===== src/rtl/pbpix_tx.sv =====
`default_nettype none
// ============================================================================
//  Module   : pbpix_tx
//  Purpose  : Packed-word to pbpix serializer with 2-entry word buffer
//  Revision : 1.0 - initial release
// ============================================================================
module pbpix_tx #(
  parameter int BW   = 8,
  parameter int NPIX = 4,
  localparam int IW  = $clog2(NPIX)
) (
  input  logic               i_clk,
  input  logic               i_rstn,
  input  logic               word_rdy,
  output logic               word_ack,
  input  logic [NPIX*BW-1:0] word,
  input  logic               word_last,
  output logic               pix_rdy,
  input  logic               pix_ack,
  output logic               pix_zero,
  output logic [BW-1:0]      pix,
  output logic [IW-1:0]      pix_idx,
  output logic               pix_last,
  output logic               busy
);

  localparam logic [IW-1:0] c_idx_max = IW'(NPIX - 1);

  logic [NPIX*BW-1:0] r_word0, r_word1, w_word0_nxt, w_word1_nxt;
  logic               r_last0, r_last1, w_last0_nxt, w_last1_nxt;
  logic [1:0]         r_cnt, w_cnt_nxt;
  logic [IW-1:0]      r_idx, w_idx_nxt;
  logic               w_push, w_xfer, w_pop;
  logic [BW-1:0]      w_pixels [NPIX];

  // Handshakes depend on registered occupancy only
  assign word_ack = (r_cnt != 2'd2);
  assign pix_rdy  = (r_cnt != 2'd0);
  assign busy     = pix_rdy;

  assign w_push = word_rdy && word_ack;
  assign w_xfer = pix_rdy && pix_ack;
  assign w_pop  = w_xfer && (r_idx == c_idx_max);

  for (genvar k = 0; k < NPIX; k++) begin : g_unpack
    assign w_pixels[k] = r_word0[k*BW +: BW];
  end

  assign pix      = pix_rdy ? w_pixels[r_idx] : '0;
  assign pix_zero = pix_rdy && (w_pixels[r_idx] == '0);
  assign pix_idx  = pix_rdy ? r_idx : '0;
  assign pix_last = pix_rdy && r_last0 && (r_idx == c_idx_max);

  always_comb begin
    w_word0_nxt = r_word0;
    w_last0_nxt = r_last0;
    w_word1_nxt = r_word1;
    w_last1_nxt = r_last1;
    w_idx_nxt   = r_idx;
    w_cnt_nxt   = r_cnt;

    if (w_xfer) begin
      w_idx_nxt = w_pop ? '0 : r_idx + 1'b1;
    end

    if (w_pop) begin
      w_word0_nxt = r_word1;
      w_last0_nxt = r_last1;
      w_word1_nxt = '0;
      w_last1_nxt = 1'b0;
    end

    // A push lands in slot0 when the buffer is (or is becoming) empty
    if (w_push) begin
      if ((r_cnt == 2'd0) || (w_pop && r_cnt == 2'd1)) begin
        w_word0_nxt = word;
        w_last0_nxt = word_last;
      end else begin
        w_word1_nxt = word;
        w_last1_nxt = word_last;
      end
    end

    case ({w_push, w_pop})
      2'b10:   w_cnt_nxt = r_cnt + 2'd1;
      2'b01:   w_cnt_nxt = r_cnt - 2'd1;
      default: w_cnt_nxt = r_cnt;
    endcase
  end

  always_ff @(posedge i_clk) begin
    if (!i_rstn) begin
      r_word0 <= '0;
      r_last0 <= 1'b0;
      r_word1 <= '0;
      r_last1 <= 1'b0;
      r_cnt   <= 2'd0;
      r_idx   <= '0;
    end else begin
      r_word0 <= w_word0_nxt;
      r_last0 <= w_last0_nxt;
      r_word1 <= w_word1_nxt;
      r_last1 <= w_last1_nxt;
      r_cnt   <= w_cnt_nxt;
      r_idx   <= w_idx_nxt;
    end
  end

endmodule
`default_nettype wire


===== config.mk =====
export PLATFORM = sky130hd
export DESIGN_NAME = pbpix_tx
export DESIGN_NICKNAME = d
export VERILOG_FILES = /design/src/rtl/pbpix_tx.sv
export SDC_FILE = /design/constraint.sdc
export NUM_CORES = 1
export LEC_CHECK = 0
export ABC_CLOCK_PERIOD_IN_PS = 2400
export CORE_ASPECT_RATIO = 0.9
export CORE_MARGIN = 5
export CORE_UTILIZATION = 54
export DETAILED_ROUTE_END_ITERATION = 12
export MAX_ROUTING_LAYER = met4
export PLACE_DENSITY = 0.76
export SLEW_MARGIN = 20
export SYNTH_ARGS = -nofsm -noshare
export SYNTH_HDL_FRONTEND = slang
export SYNTH_SLANG_ARGS = --single-unit

===== constraint.sdc =====
create_clock -name i_clk -period 2.4 [get_ports i_clk]
set_input_delay 0.36 -clock i_clk [delete_from_list [all_inputs] [get_ports i_clk]]
set_output_delay 0.36 -clock i_clk [all_outputs]
set_load 0.05 [all_outputs]

==> results of run 1 <==
## critical path, delay by kind of cell (launching register included)
kind | cells | cell delay [ns]
flops | 1 | 0.36
buf+inv | 2 | 0.30
simple gates | 2 | 0.68
mux | 1 | 0.59
## power by group through the flow
stage	clock (mW)	sequential [mW]	combinational, mW
5_1_grt	1.01	1.40	0.903
6_report	0.944	1.39	0.843
2_1_floorplan	0	1.37	0.590
4_1_cts	0.961	1.39	0.827
3_3_place_gp	0	1.42	0.796
3_5_place_dp	0	1.42	0.814
## worst paths after layout
| kind | end | slack [ns] | start | cells after the start |
|---|---|---|---|---|
| worst max register to register | r_word0[8] | 0.13 | r_idx[0] | 7 |
| worst min register to register | r_word1[15] | 0.47 | r_word1[15] | 2 |
| worst max-delay path | pix_zero | -0.23 | r_idx[0] | 5 |
| worst min-delay path | r_word1[15] | 0.47 | r_word1[15] | 2 |
## state kept, by name, indices dropped and copies added (netlist names)
name,count
r_word0,32
r_word1,32
r_idx,2
r_cnt,2
r_last1,1
r_last0,1
## layout by cell type, fill, tap and decap left out, types with 2 or more instances in the layout
cell type and instances:
a211oi_1 34, and2_1 7, buf_12 5, buf_4 20, clkbuf_8 10, clkdlybuf4s50_1 36, clkinv_2 3, dfxtp_1 68
dlygate4sd2_1 2, ha_1 5, inv_1 5, mux2i_1 68, mux4_1 5, mux4_2 3, nand2_1 33, nand3_1 33
nor2_1 5, nor2b_1 3, nor3_1 33, xor2_1 2
## through the flow
step | area (um^2) | std cells | TNS (ns) | hold slack (ns)
finish | 4220 | 484 | -0.231 | 0.472
global route | 4220 | 484 | -0.275 | 0.500
CTS | 4200 | 483 | -0.247 | 0.474
detailed placement | 3990 | 465 | 0 | 0.465
global placement | 3990 | 465 | 0 | 0.455
floorplan | 3410 | 351 | -0.00503 | 0.449
## repair_timing
action,4_1_cts,5_1_grt
cloned,0,0
pin swaps,1,1
buffers inserted,2,1
endpoints found under the setup margin,3,2
resized for setup,5,0
## cell families after synthesis
group | Yosys count
xor gates and xnor gates | 2
adders and majority gates | 5
muxes | 76
DFF | 70
AOI/OAI and AO/OA | 35
buffers and inverters | 40
and+or+nand+nor | 123
## routing by layer
metal	wire length (um)	vias up	track usage (%)
met5	0	-	-
met4	149	0	6.17
met3	454	17	6.21
met2	4080	73	35.5
met1	3990	1390	28.0
li1	-	1352	-
## cell type report
cell class / count / area, um^2 / share of cell area, %
multi-input combinational: 241 / 1850 / 43.8
clock buffer: 10 / 138 / 3.26
sequential: 70 / 1410 / 33.3
tap: 87 / 109 / 2.58
clock inverter: 6 / 61.3 / 1.45
timing repair buffer: 64 / 633 / 15.0
inverter: 6 / 22.5 / 0.534
==> Implementation_results.wiki, run 1 <==
{| class="wikitable"
! Metric !! Value
|-
| Result of the run || finished with violations
|-
| Violations in the final reports || negative setup slack
|-
| Most used standard cell by instance count after synthesis || dfxtp_1
|-
| Most used flip-flop cell after synthesis || dfxtp_1
|-
| Switching part of the total power || a little under a third
|-
| Part of the Yosys area used for sequential elements || 41.2%
|-
| Number of antenna diodes || 0
|-
| Synth cell count leaders || dfxtp_1 (70), mux2i_1 (68), a211oi_1 (34), nand3_1 (34)
|-
| Largest family of logic cells by synthesized area || multiplexers
|-
| Die width || approximately 94 um
|-
| Number of setup violations in the final report || 1
|-
| Die footprint || between 7000 and 8000 um^2
|-
| Net count after synthesis || slightly below 400
|-
| Internal power || ~2.2 mW
|-
| Post-placement worst setup slack || roughly 0.055 ns
|-
| GR Util All Layers || around 22%
|-
| CP Cell Sequence || buf_4 > mux4_1 > or3_4 > nor4_4 > buf_12
|-
| CTS H-Tree Depth || 3
|-
| Class of the tightest hold or removal check || reg -> reg
|-
| Data required time of the worst path || between 2 and 2.5 ns
|-
| Total routed wirelength || 8.67 mm
|-
| Portion of synthesized cell area occupied by the leading cell type || 41.2%
|-
| Final design utilization || between 60% and 70%
|-
| Path type of the worst setup path || reg -> out
|-
| Cell at the slowest stage of the critical path || mux4_1
|-
| Reported leakage power || ~2.0 nW
|-
| Count of input and output buffers || just over 50
|-
| CTS Hold Buffers Added || 0
|-
| Min cycle time layout || ~2.6 ns
|-
| Compound-Gate Fraction of Synth Area || under 10%
|-
| F_max || about 380 MHz
|-
| YS warnings || 0
|-
| Cell taking the most area after synthesis || dfxtp_1
|-
| Simple-gate share of the synthesized area || between 10% and 20%
|-
| DRC violation count after routing || 0
|-
| Detailed-router iteration count before antenna repair || 4
|-
| Post-route ant nets || 0
|-
| Xor/xnor cell area share of the yosys netlist || less than 1%
|-
| Number of max-cap violations || 0
|-
| Final nets || 434
|-
| Total of fill cells in the finished design || around 500
|-
| Worst-skew pair later-pin latency || between 0.3 and 0.4 ns
|-
| Proportion of register bits with asynchronous set or reset after synthesis || 0%
|-
| Number of distinct library cells after synthesis || 29
|-
| Combinational cell fraction of total power || 26.5%
|-
| Post-DR wirelength/cell || between 15 and 20 um
|-
| Total gr overflow || 0
|-
| Worst slew margin || around half
|-
| Post-Synthesis Cell Area || ~3400 um^2
|-
| Post-synthesis area per instance || slightly below 10 um^2
|-
| Final hold viol count || 0
|-
| Fraction of synthesized area in multiplexers || ~26%
|-
| Antenna violations before repair || 0
|-
| Crit path arrival time || between 2 and 2.5 ns
|-
| Number of flops mapped to enable cells by yosys || 0
|-
| Final Total Pwr || between 3 and 4 mW
|-
| Number of clock buffers inserted by TritonCTS || 9
|-
| Via count normalized by instance count || ~6
|-
| Cell count after synthesis || approximately 350
|-
| Via count of the first global-routing pass || ~2,700
|-
| Clock Power Share || about 30%
|-
| Final cycle utilization of the critical path || 110%
|-
| Synthesis-to-layout area growth || 24.1%
|-
| Max clock buf depth || 2
|-
| Number of placed I/O pins || between 50 and 60
|-
| Clock tree from TritonCTS || yes
|-
| First-pass GRT wire length || 13.6 mm
|-
| Setup ws final || -0.231 ns
|-
| Power density over cell area || 753 nW/um^2
|-
| Die height || 85.3 um
|-
| Maximum fanout along the worst path || 3
|-
| Row count || 27
|-
| CP Capture Type || output port
|-
| Startpoint type of the worst setup path || flip-flop
|-
| Starting DRC count in detailed routing || between 150 and 200
|-
| Measured slew at the worst slew-check pin || 0.774 ns
|-
| Initial Utilization || 55.6%
|-
| Sequential Power Share || a little over two fifths
|-
| TritonCTS sink count || 70
|-
| Adder and majority gate portion of the synthesized area || between 1.5 and 2%
|-
| Peak supply drop || 0.000463 V
|-
| Share of cells above drive strength 1 || 13.9%
|-
| Flip-flop and latch count after synthesis || 70
|-
| Clock Skew || 0.00456 ns
|-
| Total core area || slightly above 6000 um^2
|-
| Largest net degree at the start of global routing || 40
|-
| Buffer cell driving the clock tree root || clkbuf_8
|-
| HPWL Detailed || 5.51 mm
|-
| Dominant cells by area after synthesis || dfxtp_1 (41%), mux2i_1 (20%), a211oi_1 (7.5%)
|-
| Largest stage delay, worst path || about 0.6 ns
|-
| Number of vias after detailed routing || between 2,000 and 3,000
|-
| Unrepaired setup endpoints after global routing || true
|-
| Psw || 1.01 mW
|-
| Clock transition at the registers of the reported paths || about 0.08 ns
|-
| Gp weighted congestion || approximately 0.9
|-
| Max-slew violation count || 0
|}
(Power assumes the default switching activity.)
==> run 2, diff against run 1 <==
--- a/config.mk
+++ b/config.mk
@@ -8,10 +8,10 @@
 export ABC_CLOCK_PERIOD_IN_PS = 2400
 export CORE_ASPECT_RATIO = 0.9
 export CORE_MARGIN = 5
-export CORE_UTILIZATION = 54
+export CORE_UTILIZATION = 40
 export DETAILED_ROUTE_END_ITERATION = 12
 export MAX_ROUTING_LAYER = met4
-export PLACE_DENSITY = 0.76
+export PLACE_DENSITY = 0.58
 export SLEW_MARGIN = 20
 export SYNTH_ARGS = -nofsm -noshare
 export SYNTH_HDL_FRONTEND = slang
==> run 2 against run 1 <==
  * The run still ends with negative setup slack left
  * Cell count up 5.0%
  * First-iteration DRC count shrank 31%
  * Sequential power about the same
  * Global-route usage down 4.0 points
  * Hold slack worse by 0.0019 ns
  * Critical endpoint unchanged
  * Highest routed layer unchanged
==> Implementation_results.wiki, run 2 (synthesis gave the netlist of run 1 again) <==
{| class="wikitable"
! Metric !! Value
|-
| Result of the run || finished with violations
|-
| Violations in the final reports || negative setup slack
|-
| Count of input and output buffers || 51 (unchanged)
|-
| Initial Utilization || 41.5% (-14 points)
|-
| Clock transition at the registers of the reported paths || 0.07 ns (about the same)
|-
| Resized cells post-CTS || 0 (-5)
|-
| Clock tree from TritonCTS || yes
|-
| DRC violation count after routing || 0 (unchanged)
|-
| First-pass GRT wire length || 14.6 mm (+7.3%)
|-
| Number of placed I/O pins || 52 (unchanged)
|-
| Final hold viol count || 0 (unchanged)
|-
| Max clock buf depth || 2 (unchanged)
|-
| Antenna violations before repair || 0 (unchanged)
|-
| Number of setup violations in the final report || 1 (unchanged)
|-
| CTS H-Tree Depth || 3 (unchanged)
|-
| Class of the tightest hold or removal check || reg -> reg
|-
| Share of cells above drive strength 1 || 12.5% (-1.4 points)
|-
| Most utilized layer in the global route result || met2
|-
| GR Util met1 || 24.7% (-3.2 points)
|-
| Unrepaired setup endpoints after global routing || true
|-
| Path type of the worst setup path || reg -> out
|-
| Final Total Pwr || 3.20 mW (+0.61%)
|-
| CP Capture Type || output port
|-
| Crit path arrival time || 2.28 ns (about the same)
|-
| Number of clock buffers inserted by TritonCTS || 9 (unchanged)
|-
| Row count || 31 (+15%)
|-
| Setup TNS || -0.242 ns (-0.0110 ns)
|-
| F_max || 378 MHz (-0.42%)
|-
| Setup ws final || -0.242 ns (-0.0110 ns)
|-
| Data required time of the worst path || 2.04 ns (about the same)
|-
| Routing usage on met2 || 26.9% (-8.6 points)
|-
| Peak supply drop || 0.000338 V (-27%)
|-
| Commonest cells after routing, fill and taps aside || dfxtp_1 (69), mux2i_1 (68), clkdlybuf4s50_1 (36)
|-
| Die height || 97.5 um (+14%)
|-
| Worst slew margin || 49.9% (+1.5 points)
|-
| GR Util All Layers || 18.4% (-4.0 points)
|-
| HPWL Detailed || 5.69 mm (+3.3%)
|-
| Number of antenna diodes || 0 (unchanged)
|-
| Power density over cell area || 757 nW/um^2 (+0.49%)
|-
| Gp weighted congestion || 0.807 (-8.1%)
|-
| Clock Skew || 0.0125 ns (+0.00798 ns)
|-
| Most common cell after layout, fill and taps aside || dfxtp_1
|-
| Starting DRC count in detailed routing || 110 (-31%)
|-
| Startpoint type of the worst setup path || flip-flop
|-
| Reported leakage power || 1.96 nW (-1.1%)
|-
| Post-route ant nets || 0 (unchanged)
|-
| Detailed-router iteration count before antenna repair || 4 (unchanged)
|-
| Synthesis-to-layout area growth || 24.3%
|-
| Registers with the highest flip-flop counts || r_word0 x32, r_word1 x32
|-
| Worst hold slack || 0.471 ns (-0.00186 ns)
|-
| Total routed wirelength || 8.98 mm (+3.6%)
|-
| Maximum fanout along the worst path || 11 (+8)
|-
| Min cycle time layout || 2.64 ns (+0.0110 ns)
|-
| TritonCTS sink count || 70 (unchanged)
|-
| Die width || 107 um (+14%)
|-
| Final nets || 430 (-0.92%)
|-
| Via count normalized by instance count || 5.38 (-8.1%)
|-
| Met3 Resource Use GR || 4.32% (-1.9 points)
|-
| Buffer cell driving the clock tree root || clkbuf_8
|-
| Largest net degree at the start of global routing || 57 (+43%)
|-
| Worst-skew pair later-pin latency || 0.35 ns (about the same)
|-
| Total gr overflow || 0 (unchanged)
|-
| Post-DR wirelength/cell || 17.7 um (-1.3%)
|-
| Via count of the first global-routing pass || 2,788 (+3.7%)
|-
| Final cycle utilization of the critical path || 110% (+0.46 points)
|-
| Max-slew violation count || 0 (unchanged)
|-
| Measured slew at the worst slew-check pin || 0.752 ns (-0.0222 ns)
|-
| Number of max-cap violations || 0 (unchanged)
|-
| Die footprint || 10,400 um^2 (+31%)
|-
| CTS Hold Buffers Added || 0 (unchanged)
|-
| Number of vias after detailed routing || 2,733 (-3.5%)
|-
| Total core area || 8180 um^2 (+34%)
|}
## run 2: cell count changes in the layout (fill, tap and decap cells not counted), sizes merged
cell / before / now
clkbuf: 10 / 13
clkinv: 4 / 1
buf: 26 / 24
dlygate4sd2: 2 / 0
## run 2: timing repair
item,in CTS,in global routing
gates cloned,0,0
setup endpoints to repair,1,1
hold endpoints to repair,0,0
setup buffers,0,0
## run 2: routing by layer
layer / vias to the layer above / share of wire, % / wire length, um
li1: 1347 / - / -
met1: 1311 / 48 / 4330
met2: 66 / 45 / 4080
met3: 9 / 4.7 / 424
met4: 0 / 1.6 / 146
met5: - / 0 / 0
## run 2: layout make-up
type,instances,area (um^2)
Tap cell,115,144
Fill cell,744,3960
Clock inverter,3,42.5
Multi-Input combinational cell,241,1850
Inverter,6,22.5
Timing Repair Buffer,60,601
Clock buffer,13,159
Sequential cell,70,1400
## run 2: worst max-delay path: stages (launching register included)
cell and delay [ns]:
dfxtp_2 0.36, buf_12 0.14, mux4_2 0.52, or4_4 0.55, nor4_4 0.20, buf_12 0.18
## run 2: worst paths after layout
kind | from | end | slack (ns) | cells after the start
max | r_idx[0] | pix_zero | -0.24 | 5
min | r_word1[11] | r_word1[11] | 0.47 | 2
max reg2reg | r_cnt[0] | r_word0[26] | 0.36 | 5
min reg2reg | r_word1[11] | r_word1[11] | 0.47 | 2
## run 2: stage by stage
step	utilization (%)	cells	area, um^2	setup WS (ns)
floorplan	-	351	3410	-0.00503
global placement	49.2	492	4020	0.140
detailed placement	49.2	492	4020	0.111
CTS	51.6	508	4230	-0.265
global route	51.6	508	4230	-0.298
finish	51.6	508	4230	-0.242
## run 2: power breakdown
group,internal [mW],switching (mW)
clock,0.536,0.438
combinational,0.359,0.473
sequential,1.30,0.0941
==> RTL edit, RTL diff (config.mk and constraints of run 2) <==
`r_word0` and `r_word1` no longer have a reset.
--- a/src/rtl/pbpix_tx.sv
+++ b/src/rtl/pbpix_tx.sv
@@ -91,14 +91,10 @@
   always_ff @(posedge i_clk) begin
     if (!i_rstn) begin
-      r_word0 <= '0;
       r_last0 <= 1'b0;
-      r_word1 <= '0;
       r_last1 <= 1'b0;
       r_cnt   <= 2'd0;
       r_idx   <= '0;
     end else begin
-      r_word0 <= w_word0_nxt;
       r_last0 <= w_last0_nxt;
-      r_word1 <= w_word1_nxt;
       r_last1 <= w_last1_nxt;
       r_cnt   <= w_cnt_nxt;
@@ -107,4 +103,9 @@
   end
 
+  always_ff @(posedge i_clk) begin
+    r_word0 <= w_word0_nxt;
+    r_word1 <= w_word1_nxt;
+  end
+
 endmodule
 `default_nettype wire
Behaviour: same outputs for any inputs over 10 cycles, from zero or initial values and one cycle with i_rstn low; that may be too few to reach the edited logic, so the function may still have changed.
==> RTL edit against run 2 <==
The flow still finishes with violations (setup timing). Design area down 4.1%. Routed wire length down 4.5%. Synthesized cell count up 0.57%. Worst setup slack better by 0.025 ns. Worst hold slack better by 0.0053 ns. Power up 32%. Global-route usage down 0.21 points. Sequential cell count unchanged. Synthesized area down 4.7%. Critical endpoint unchanged.
==> RTL edit: results (changes against run 2) <==
yosysSeqAreaShare_pct: 43.3  # was 41.2%
synth_area_per_cell_um2: 9.18  # was 9.69 µm²
largestRegisters: "r_word0 x32, r_word1 x32"  # unchanged
track_usage_pct: 18.2  # was 18.4%
finalSetupTns_ns: -0.217  # was -0.242 ns
nets: 433  # was 430
rrSetupSlack_ns: 0.47  # was 0.36 ns
drive_gt1_share_pct: 13.9  # was 12.5%
grt_start_max_net_pins: 67  # was 57
routed_wl_um: 8580  # was 8980 µm
synth_compound_area_share_pct: 13.4  # was 7.69%
io_buffers: 51  # unchanged
dp_hpwl_um: 5480  # was 5690 µm
synth_common_cells: "dfxtp_1, mux2i_1, nand2_1, nor3_1"  # was dfxtp_1, mux2i_1, a211oi_1, nand3_1
place.gp.congestion: 0.814  # was 0.807
grt_pass1_vias: 2630  # was 2,788
synth_warnings: 0  # unchanged
syn-num-nets: 395  # was 393
synth_fa_ha_area_share_pct: 1.93  # was 1.84%
synthTopCellsByArea: "dfxtp_1, mux2i_1, o211ai_1, nor3_1, a21oi_1"  # was dfxtp_1, mux2i_1, a211oi_1, nand3_1, nor3_1
grt_pass1_wl_um: 13900  # was 14,600 µm
reg2reg_depth: 7  # was 5
setup_viol: 1  # unchanged
drt-initial-drc-count: 124  # was 110
slew_headroom_pct: 54.3  # was 49.9%
finClkSkew_ns: 0.00813  # was 0.0125 ns
violations: "setup timing"  # unchanged
cts_buffer_depth: 2  # unchanged
crit-reg2reg-capture: "r_last0$_SDFF_PN0_"  # was r_word0[26]$_SDFF_PN0_
layout_setup_ws_ns: -0.217  # was -0.242 ns
crit_fanout: 5  # was 11
antenna_found_initial: 0  # unchanged
ys_types: 32  # was 29
leakagePower_nw: 1.60  # was 1.96 nW
dpl_cell_area_um2: 3850  # was 4020 µm²
pre_cts_slack_ns: 0.0308  # was 0.111 ns
num_antenna_cells: 0  # unchanged
max-vdd-ir-drop_uv: 404  # was 338 µV
run_status: "complete, but fails checks"  # unchanged
via_count: 2714  # was 2,733
hold_path.class: "reg2reg"  # unchanged
synth_xor_area_share_pct: 0.541  # was 0.515%
synthMuxAreaShare_pct: 17.1  # was 26.0%
[RTL edit: changes by cell type in the layout (fill, tap and decap cells not counted), sizes merged, moves of 2 or more]
cell / before / now
mux2i: 68 / 35
a21oi: 0 / 32
nand3: 34 / 32
o211ai: 0 / 32
a211oi: 34 / 2
[RTL edit: what timing repair did]
| action | CTS | global route |
|---|---|---|
| gates resized for setup | 5 | 3 |
| pin swaps | 1 | 2 |
| setup endpoints to repair | 1 | 1 |
[RTL edit: final cells by class]
type	count	area [µm²]
clock inverters	3	67.6
fillers	785	3940
well taps	99	124
inverters	7	26.3
flip-flops and latches	70	1410
repair buffers	62	599
multi-input cells	241	1680
clock buffers	13	149
[RTL edit: routing by layer]
layer | global-route usage, % | routed length, µm | vias up
met4 | 5.43 | 165 | 0
li1 | - | - | 1350
met1 | 24.6 | 4210 | 1276
met5 | - | 0 | -
met3 | 5.89 | 478 | 16
met2 | 25.9 | 3730 | 72
[RTL edit: logic make-up (layout without fill, tap and decap cells)]
kind of cell,Yosys count,in the layout
adder cells (fa/ha/maj),5,5
multiplexers,43,43
buffers and inverters,42,85
AO/OA/AOI/OAI,69,69
flip-flops,70,70
AND/OR/NAND/NOR,122,122
XOR/XNOR,2,2
[RTL edit: worst max-delay path: stages, from the launching register on]
cell	delay (ns)
dfxtp_4	0.39
buf_6	0.13
mux4_2	0.50
or3_4	0.41
nor4_4	0.30
buf_12	0.18
[RTL edit: power breakdown]
group,internal [mW],leakage (nW),switching (mW)
registers,1.60,0.589,0.268
clock network,0.615,0.104,0.432
logic,0.581,0.904,0.745
total,2.79,1.60,1.45
[RTL edit: worst min-delay path by stage]
stage	startpoint	endpoint	slack, ns	depth (start not counted)
after global routing	r_word1[20]$_DFF_P_	r_word1[20]$_DFF_P_	0.50	2
after global placement	r_word1[27]$_DFF_P_	r_word1[27]$_DFF_P_	0.47	2
after floorplan	r_word1[0]$_DFF_P_	r_word1[0]$_DFF_P_	0.45	2
final	r_word1[5]$_DFF_P_	r_word1[5]$_DFF_P_	0.48	2
after CTS	r_word1[5]$_DFF_P_	r_word1[5]$_DFF_P_	0.48	2
after detailed placement	r_word1[5]$_DFF_P_	r_word1[5]$_DFF_P_	0.47	2
[RTL edit: through the flow]
stage	power, mW	instances
2_1_floorplan	2.76	353
3_3_place_gp	3.17	479
3_5_place_dp	3.20	479
4_1_cts	4.27	495
5_1_grt	4.50	495
6_report	4.24	495
